==> src/rtl/sorter_seq.sv <==
// sorter_seq: sequential unsigned sorter for N elements of W bits.
// One rank of compare-exchange cells is reused over N odd-even transposition
// phases. Latency is fixed at N cycles from accept to out_valid.
//
// Ports:
//   clk, nrst         clock, asynchronous active-low reset
//   in_valid/in_ready input handshake; in_data packs element k at [k*W +: W]
//   out_valid/out_ready output handshake; out_data sorted, element 0 first
//   desc              (SORTER_DESC_EN only) descending order, sampled at accept
//
// Optional feature macro: SORTER_DESC_EN adds the desc port.
module sorter_seq #(
  parameter int unsigned N = 4,
  parameter int unsigned W = 4
) (
  input  logic           clk,
  input  logic           nrst,
  input  logic           in_valid,
  output logic           in_ready,
  input  logic [N*W-1:0] in_data,
  output logic           out_valid,
  input  logic           out_ready,
`ifdef SORTER_DESC_EN
  input  logic           desc,
`endif
  output logic [N*W-1:0] out_data
);

  localparam int unsigned PW = $clog2(N + 1);

  typedef enum logic [1:0] {
    IDLE,
    SORT,
    DONE
  } state_t;

  state_t         state_q, state_d;
  logic [N*W-1:0] work_q, work_d;
  logic [PW-1:0]  phase_q, phase_d;
  logic           desc_q, desc_d;
  logic [N*W-1:0] stage_c;

  // One compare-exchange rank; pairs start at indices whose parity matches the phase
  always_comb begin
    logic [W-1:0] lo;
    logic [W-1:0] hi;
    logic         swap;
    stage_c = work_q;
    lo      = '0;
    hi      = '0;
    swap    = 1'b0;
    for (int unsigned i = 0; i + 1 < N; i++) begin
      if (1'(i) == phase_q[0]) begin
        lo   = work_q[i*W +: W];
        hi   = work_q[(i+1)*W +: W];
        swap = desc_q ? (lo < hi) : (lo > hi);
        if (swap) begin
          stage_c[i*W +: W]     = hi;
          stage_c[(i+1)*W +: W] = lo;
        end
      end
    end
  end

  // Next-state, working register and handshake logic
  always_comb begin
    state_d  = state_q;
    work_d   = work_q;
    phase_d  = phase_q;
    desc_d   = desc_q;
    in_ready = 1'b0;
    unique case (state_q)
      IDLE: in_ready = 1'b1;
      SORT: begin
        work_d  = stage_c;
        phase_d = phase_q + PW'(1);
        if (phase_q == PW'(N - 1)) state_d = DONE;
      end
      DONE: begin
        if (out_ready) begin
          state_d  = IDLE;
          in_ready = 1'b1;
        end
      end
      default: state_d = IDLE;
    endcase
    // Accept may coincide with the output handshake in DONE
    if (in_valid && in_ready) begin
      work_d  = in_data;
      phase_d = '0;
      state_d = SORT;
`ifdef SORTER_DESC_EN
      desc_d  = desc;
`else
      desc_d  = 1'b0;
`endif
    end
  end

  // State and datapath registers
  always_ff @(posedge clk or negedge nrst) begin
    if (!nrst) begin
      state_q <= IDLE;
      work_q  <= '0;
      phase_q <= '0;
      desc_q  <= 1'b0;
    end else begin
      state_q <= state_d;
      work_q  <= work_d;
      phase_q <= phase_d;
      desc_q  <= desc_d;
    end
  end

  assign out_valid = (state_q == DONE);
  assign out_data  = work_q;

endmodule

==> config.mk <==
export PLATFORM = sky130hd
export DESIGN_NAME = sorter_seq
export DESIGN_NICKNAME = d
export VERILOG_FILES = /design/src/rtl/sorter_seq.sv
export SDC_FILE = /design/constraint.sdc
export NUM_CORES = 1
export LEC_CHECK = 0
export ABC_AREA = 1
export ABC_CLOCK_PERIOD_IN_PS = 2250
export CORE_MARGIN = 8
export CORE_UTILIZATION = 55
export CTS_CLUSTER_DIAMETER = 100
export DETAILED_ROUTE_END_ITERATION = 10
export DONT_BUFFER_PORTS = 1
export GPL_TIMING_DRIVEN = 0
export HOLD_SLACK_MARGIN = 0.15
export PLACE_DENSITY = 0.76
export SKIP_LAST_GASP = 1
export SYNTH_ARGS = -nofsm -noshare
export SYNTH_HDL_FRONTEND = slang
export SYNTH_SLANG_ARGS = --single-unit
export TNS_END_PERCENT = 5
==> constraint.sdc <==
create_clock -name clk -period 2.25 [get_ports clk]
set_clock_uncertainty 0.15 [all_clocks]
set_input_delay 0.45 -clock clk [delete_from_list [all_inputs] [get_ports clk]]
set_output_delay 0.45 -clock clk [all_outputs]
set_load 0.1 [all_outputs]
Yosys cells after proc, flatten, opt, wreduce, memory -nomap -nowiden
Cells that the tools add are included.
{"block": "op_classes", "mux": 16, "eq_ne": 7, "div_mod_pow": 0, "reduce_logical": 8, "shifts": 0, "n_lt_le_gt_ge": 3, "multipliers": 0, "bitwise": 0, "n_addsub": 1}
{"operator": "2-to-1 mux 8 bit", "count": 6}
{"operator": "2-to-1 mux 16 bit", "count": 2}
{"operator": "> comparator 4 bit", "count": 3}
{"operator": "AND reduction 3 bit", "count": 3}
{"operator": "2-to-1 mux 2 bit", "count": 3}
{"operator": "2-to-1 mux 3 bit", "count": 2}
{"operator": "case mux 2 bit (3 select lines)", "count": 1}
{"operator": "nonzero test 2 bit", "count": 3}
{"operator": "adder 3 x 1 -> 3 bit (second input constant)", "count": 1}
{"operator": "== test 3 x 2 -> 1 bit (second input constant)", "count": 1}
{"operator": "!= test 3 x 1 -> 1 bit (second input constant)", "count": 1}
{"operator": "!= test 3 bit (second input constant)", "count": 1}
{"operator": "== test 2 x 1 -> 1 bit (second input constant)", "count": 1}
{"operator": "== test 2 bit (second input constant)", "count": 1}
{"operator": "logical NOT 2 bit", "count": 1}
{"operator": "!= test 2 x 1 -> 1 bit (second input constant)", "count": 1}
{"operator": "!= test 2 bit (second input constant)", "count": 1}
{"operator": "case mux 1 bit (2 select lines)", "count": 1}
{"operator": "logical AND 1 bit", "count": 1}
{"operator": "2-to-1 mux 1 bit", "count": 1}
{"block": "totals", "latchBits": 0, "memories": 0, "mem_bits_rw": 0, "in_bits": 20, "rom_bits": 0, "out_inout_bits": 18, "wordCells": 40, "ff_bits": 21}

Longest topological paths before layout
Gate-level depths: netlist of the first run.
{"block": "logic_depth", "word_depth": 9, "depth_mapped": 12, "depth_no_buf": 12}

Worst setup path before layout of the first run
OpenSTA, ideal clock, no wires.
{"block": "synth_timing", "path_kind": "reg2reg", "startpoint": "reg work_q[10], in the netlist out_data[10]", "endpoint": "reg work_q[10], in the netlist out_data[10]", "arrival_time_ns": 2.150, "stages_incl_launch_ff": 11, "setup_ns": 0.116, "n_path_buf": 0, "path_slack_ns": -0.166, "cell_sequence": "dfrtp_1 -> inv_1 -> ha_1 -> nand2_1 -> o21bai_1 -> nand2_2 -> nand2_4 -> nand2_1 -> nand3_1 -> nand2_1 -> nand2_1"}
{"block": "synth_via", "elab_chain_len": 7, "elab_cells_between_ends": 8, "classes_between": "2 x order compare; 6 x mux"}
{"element": "from (decl)", "line_no": "38", "source": "logic [N*W-1:0] work_q, work_d;"}
{"element": "from (signal assigned)", "line_no": "109", "source": "work_q <= work_d;"}
{"element": "> comparator 4 bit", "line_no": "56", "source": "swap = desc_q ? (lo < hi) : (lo > hi);"}
{"element": "2-to-1 mux 8 bit", "line_no": "57", "source": "if (swap) begin"}
{"element": "2-to-1 mux 8 bit", "line_no": "53", "source": "if (1'(i) == phase_q[0]) begin"}
{"element": "2-to-1 mux 8 bit", "line_no": "57"}
{"element": "2-to-1 mux 8 bit (*)", "line_no": "53"}
{"element": "2-to-1 mux 16 bit (*)", "line_no": "72", "source": "unique case (state_q)"}
{"element": "2-to-1 mux 16 bit (*)", "line_no": "88", "source": "if (in_valid && in_ready) begin"}
Every way passes the cells marked *; elsewhere a longest branch is shown, timed or not. The select of a mux whose other input is x is not followed.
A chain may end at the register's enable or synchronous reset.

Worst setup path in the final report of the first run
{"block": "layout_timing", "startpoint": "reg state_q[1]", "endpoint": "out out_valid"}
{"block": "layout_via", "elab_chain_len": 1}
{"element": "from (decl)", "line_no": "37", "source": "state_t state_q, state_d;"}
{"element": "from (signal assigned)", "line_no": "108", "source": "state_q <= state_d;"}
{"element": "== test 2 bit", "line_no": "115", "source": "assign out_valid = (state_q == DONE);"}
{"element": "to (decl)", "line_no": "21", "source": "output logic out_valid,"}
Every way passes these cells.

==> results.json, run 1 <==
{
  "status": "finished, final reports clean",
  "grt_pass1_wl_mm": 6.368,
  "arrival_ns": 1.63,
  "cts_tree": "done",
  "worst-setup-path-type": "register to output pin",
  "fin_nets": 272,
  "drv_slew": 0,
  "grt_pass1_vias": 1380,
  "core_area_um2": 2953,
  "fmax_mhz": 448.6,
  "wire_per_inst_um": 14.62,
  "synth_top_area_share_pct": 31.94,
  "gp_congestion": 0.7867,
  "wirelength_mm": 3.948,
  "syn_nets": 257,
  "slew_headroom_pct": 27.20,
  "fp.dieW_um": 70.70,
  "num_io_pins": 38,
  "clock_path_buffers": 2,
  "io_buffer_count": 0,
  "yosysUniqueCellTypes": 27,
  "cp-start-kind": "register",
  "netlist_instances": 223,
  "cp_max_fo": 2,
  "ys_seq_area_share_pct": 31.94,
  "grt_max_degree": 22,
  "rsz0062_at_grt": "true",
  "ys.warnings.count": 0,
  "max-cap-violations": 0,
  "numCtsBuffers": 3,
  "critPathRequiredTime_ns": 1.65,
  "vias": 1422,
  "synth_simple_gate_area_share_pct": 34.83,
  "avgSynthCellArea_um2": 7.378,
  "synthTopCellsByArea": "dfrtp_1 (32%), nand2_1 (15%), ha_1 (11%)",
  "finalSetupViolCount": 0,
  "drt-pass1-iter-count": 4,
  "clock_latency_ns": 0.31,
  "synthesis.area_um2": 1645,
  "path_cells": "inv_1 -> nor2_2",
  "grt_overflow": 0,
  "antenna_found_initial": 0,
  "ys.flop_type": "dfrtp_1",
  "yosysTopAreaCell": "dfrtp_1",
  "dp_hpwl_mm": 2.982,
  "period_needed_ns": 2.229,
  "min-delay-path-class": "input pin to register",
  "vias_per_cell": 5.267,
  "layout-drive-gt1-share_pct": 25.74,
  "worst_path_largest_cell_delay_ns": 0.83,
  "start_util_pct": 55.72,
  "tightest_slew_ns": 1.091,
  "clk_pin_slew_ns": 0.13,
  "antenna_left": 0,
  "diodes": 0,
  "num_rows": 20,
  "clock_sinks": 21,
  "cts_root_buf": "clkbuf_4",
  "drtIter0Drc": 66,
  "drc": 0,
  "synthMuxAreaShare_pct": 0,
  "cp_slowest_cell": "nor2_2",
  "synth-edff-count": 0,
  "fin_crit_sh_pct": 99.06,
  "end_kind": "output pin",
  "yosys.area_share.adder_pct": 10.65,
  "die_area_um2": 4998,
  "cts_htree_levels": 1,
  "finalHoldViolations": 0,
  "synth_seq_cells": 21,
  "synth-xor-area-share_pct": 0,
  "synthArstFlopShare_pct": 100.0,
  "grt_use_total_pct": 15.71,
  "synth_compound_gate_area_share_pct": 11.03,
  "syn_to_final_growth_pct": 13.00,
  "finish.utilization_pct": 62.97,
  "die_height_um": 70.70,
  "synth_top_family_by_area": "simple AND/OR/NAND/NOR gates"
}
## cells in the final DEF, fill, tap and decap left out
cell and instances:
a22o_1 1, nand2_2 6, nor2_1 2, o21bai_1 1, buf_6 1, inv_2 15, o21bai_2 1, dfrtp_1 5
nand3_4 1, dlygate4sd3_1 9, inv_4 1, clkinv_1 2, ha_1 14, a31oi_1 1, nand3_1 30, o211ai_2 4
nand4_1 4, clkinv_2 1, o21ai_0 7, nor2_8 1, a21oi_1 5, o21ai_2 2, nor2_4 1, a22oi_1 1
nand3_2 2, dfrtp_4 10, inv_1 29, nand2_4 3, nand2_1 65, clkbuf_4 3, nor2_2 2, dfrtp_2 6
a21oi_4 1
## per-stage QoR
stage,hold slack [ns],setup TNS (ns),instances,setup slack (ns),area (um2)
2_1_floorplan,0.004409,-0.5398,223,-0.05166,1658
3_3_place_gp,0.005135,-2.464,256,-0.2196,1699
3_5_place_dp,0.005028,-2.978,256,-0.2466,1699
4_1_cts,0.1692,-1.190,269,-0.1505,1821
5_1_grt,0.1875,-0.08469,270,-0.03190,1859
6_report,0.1794,0,270,0.02107,1859
## registers in the layout, indices dropped and copies added (netlist names)
signal and flops:
out_data 16, state_q 2, phase_q 3
## path summary, 6_finish.rpt
check	from	to	cells after the start	slack, ns
max	state_q[1]	out_valid	2	0.02
min	in_data[10]	out_data[10]	4	0.18
max reg2reg	out_data[4]	out_data[10]	10	0.09
min reg2reg	phase_q[2]	phase_q[2]	2	0.35
max in group asynchronous	nrst	out_data[7]	1	0.65
min in group asynchronous	nrst	phase_q[1]	1	0.59
## cell usage after synthesis, types with 2 or more instances
master,number
inv_1,30
nand2_1,64
inv_2,14
nor2_1,3
o211ai_2,4
nand4_1,4
a21oi_1,5
nand3_2,2
ha_1,14
o21ai_0,7
o21ai_2,2
dfrtp_1,21
nand3_1,30
clkinv_1,2
o21bai_1,2
nand2_4,3
nand2_2,6
## cell families after synthesis
kind of cell / count (synthesis)
buf+inv: 48
fa+ha+maj: 14
flops: 21
simple gates: 116
compound gates: 24
## metal layers
layer	share of wire [%]	GRT usage, %	wire [um]
met2	49	28.63	1927
met3	5.3	3.107	209
met1	45	17.89	1789
met5	0	0	0
met4	0.53	4.619	21
## area by class of cell
cell class	instances	area [um2]
clock inverter	1	5.005
clock buffer	3	22.52
timing repair buffer	9	90.09
tap	33	41.29
multi-input combinational	155	939.7
inverter	47	178.9
fill	270	1094
sequential	21	570.5
buffer	1	11.26
## what timing repair did
item / CTS / global route
resized for setup: 3 / 17
hold buffers: 9 / 0
pin swaps: 0 / 1
buffers inserted: 0 / 0
gates cloned: 0 / 1
hold endpoints to repair: 29 / 0
endpoints found under the setup margin: 17 / 17
## worst max-delay path: cells and delay by family (launching register included)
family / cells / cell delay, ns
flip-flops: 1 / 0.41
buffers and inverters: 1 / 0.09
AND/OR/NAND/NOR: 1 / 0.83
Power of run 1 is not shown: default switching activity piles up to over one toggle a cycle in this logic, so the estimate is an artifact.
==> inputs of run 2 (changes only) <==
Settings changed: ABC_CLOCK_PERIOD_IN_PS 2250 to 2100.
Clock period 2.25 ns to 2.1 ns, I/O delays scaled along.
==> results.json, run 2 (synthesis gave the netlist of run 1 again) <==
{
  "cts_tree": "done",
  "clock_latency_ns": 0.31,
  "die_area_um2": 4998,
  "syn_to_final_growth_pct": 25.86,
  "dp_hpwl_mm": 3.002,
  "grt_pass1_vias": 1421,
  "layout-drive-gt1-share_pct": 35.66,
  "grt_use_total_pct": 16.48,
  "num_rows": 20,
  "cts_htree_levels": 1,
  "rsz0062_at_grt": "true",
  "status": "finished, final reports clean",
  "cp-start-kind": "register",
  "antenna_found_initial": 0,
  "wire_per_inst_um": 15.40,
  "drv_slew": 0,
  "period_needed_ns": 2.029,
  "diodes": 0,
  "multi_input_area_um2": 1064,
  "grt_pass1_wl_mm": 6.782,
  "setup_tns_ns": 0,
  "wirelength_mm": 4.266,
  "mostFrequentLayoutCells": "nand2_1 (63), nand3_1 (29), inv_1 (20), inv_2 (18), dfrtp_4 (12)",
  "grt_max_degree": 22,
  "fp.dieW_um": 70.70,
  "critPathRequiredTime_ns": 2.15,
  "seq_area_um2": 575.6,
  "min-delay-path-class": "input pin to register",
  "finalSetupViolCount": 0,
  "max-cap-violations": 0,
  "tightest_slew_ns": 1.006,
  "fmax_mhz": 492.8,
  "vias_per_cell": 5.343,
  "fillers": 253,
  "drc": 0,
  "fin_area_um2": 2071,
  "die_height_um": 70.70,
  "gp_congestion": 0.7894,
  "slew_headroom_pct": 32.72,
  "grt_overflow": 0,
  "place_area_um2": 1733,
  "cp_max_fo": 6,
  "core_area_um2": 2953,
  "worst_path_largest_cell_delay_ns": 0.67,
  "finalHoldViolations": 0,
  "drtIter0Drc": 47,
  "end_kind": "register",
  "cpMostUsedCell": "nand2_1",
  "numCtsBuffers": 3,
  "worst-setup-path-type": "register to register",
  "io_buffer_count": 0,
  "clock_path_buffers": 2,
  "largest_reg_flops": 16,
  "antenna_left": 0,
  "start_util_pct": 55.72,
  "clk_pin_slew_ns": 0.13,
  "drt-pass1-iter-count": 4,
  "arrival_ns": 2.08,
  "clock_sinks": 21,
  "final_common_cell": "nand2_1",
  "path_cells": "ha_1 -> nand2_1 -> inv_2 -> nand2_1 -> nand2_2 -> nand3_2 -> nand2_1 -> inv_2 -> nand2_1 -> nand3_1",
  "fin_nets": 279,
  "cp_slowest_cell": "dfrtp_4",
  "fin_crit_sh_pct": 96.63,
  "cts_root_buf": "clkbuf_4",
  "num_io_pins": 38,
  "vias": 1480
}
[run 2: path summary, 6_finish.rpt]
kind	from	end	slack [ns]	cells after the start
setup / recovery	out_data[11]	out_data[12]	0.07	10
hold / removal	in_data[10]	out_data[10]	0.16	4
setup reg to reg	out_data[11]	out_data[12]	0.07	10
hold reg to reg	phase_q[2]	phase_q[2]	0.34	2
max in group asynchronous	nrst	out_data[7]	0.51	1
min in group asynchronous	nrst	phase_q[2]	0.56	1
[run 2: metal layers]
layer,track usage (%),wire [um],share of wire (%),up-vias
li1,-,-,-,755
met1,20.67,1888,44,698
met2,28.73,2179,51,25
met3,2.966,176,4.1,2
met4,3.002,22,0.52,0
met5,0,0,0,-
[run 2: critical path, delay by kind of cell (launching register included)]
kind,cells,cell delay [ns]
flip-flops,1,0.67
AND/OR/NAND/NOR,7,0.59
adder cells (fa/ha/maj),1,0.37
buffers and inverters,2,0.14
[run 2: what timing repair did]
| action | CTS | global route |
|---|---|---|
| cloned | 1 | 0 |
| setup buffers | 0 | 5 |
| hold buffers | 9 | 0 |
| gates resized for setup | 21 | 30 |
| pin swaps | 1 | 4 |
| setup endpoints to repair | 16 | 16 |
| endpoints found under the hold margin | 29 | 0 |
[run 2: metrics by stage]
step	hold slack, ns	util, %	cells	setup WS [ns]
2_1_floorplan	-0.02559	-	223	-0.1972
3_3_place_gp	-0.02483	57.54	256	-0.3670
3_5_place_dp	-0.02512	58.69	258	-0.4178
4_1_cts	0.1547	64.15	272	-0.02247
5_1_grt	0.1685	70.13	277	-0.02474
6_report	0.1577	70.13	277	0.07082
[run 2: final cells by class]
class	instances	area share [%]
Clock buffer	4	1.269
Timing Repair Buffer	16	7.674
Inverter	47	9.366
Sequential cell	21	27.79
Multi-Input combinational cell	155	51.36
Tap cell	33	1.994
Buffer	1	0.5438
Power of run 2 is left out for the same reason.
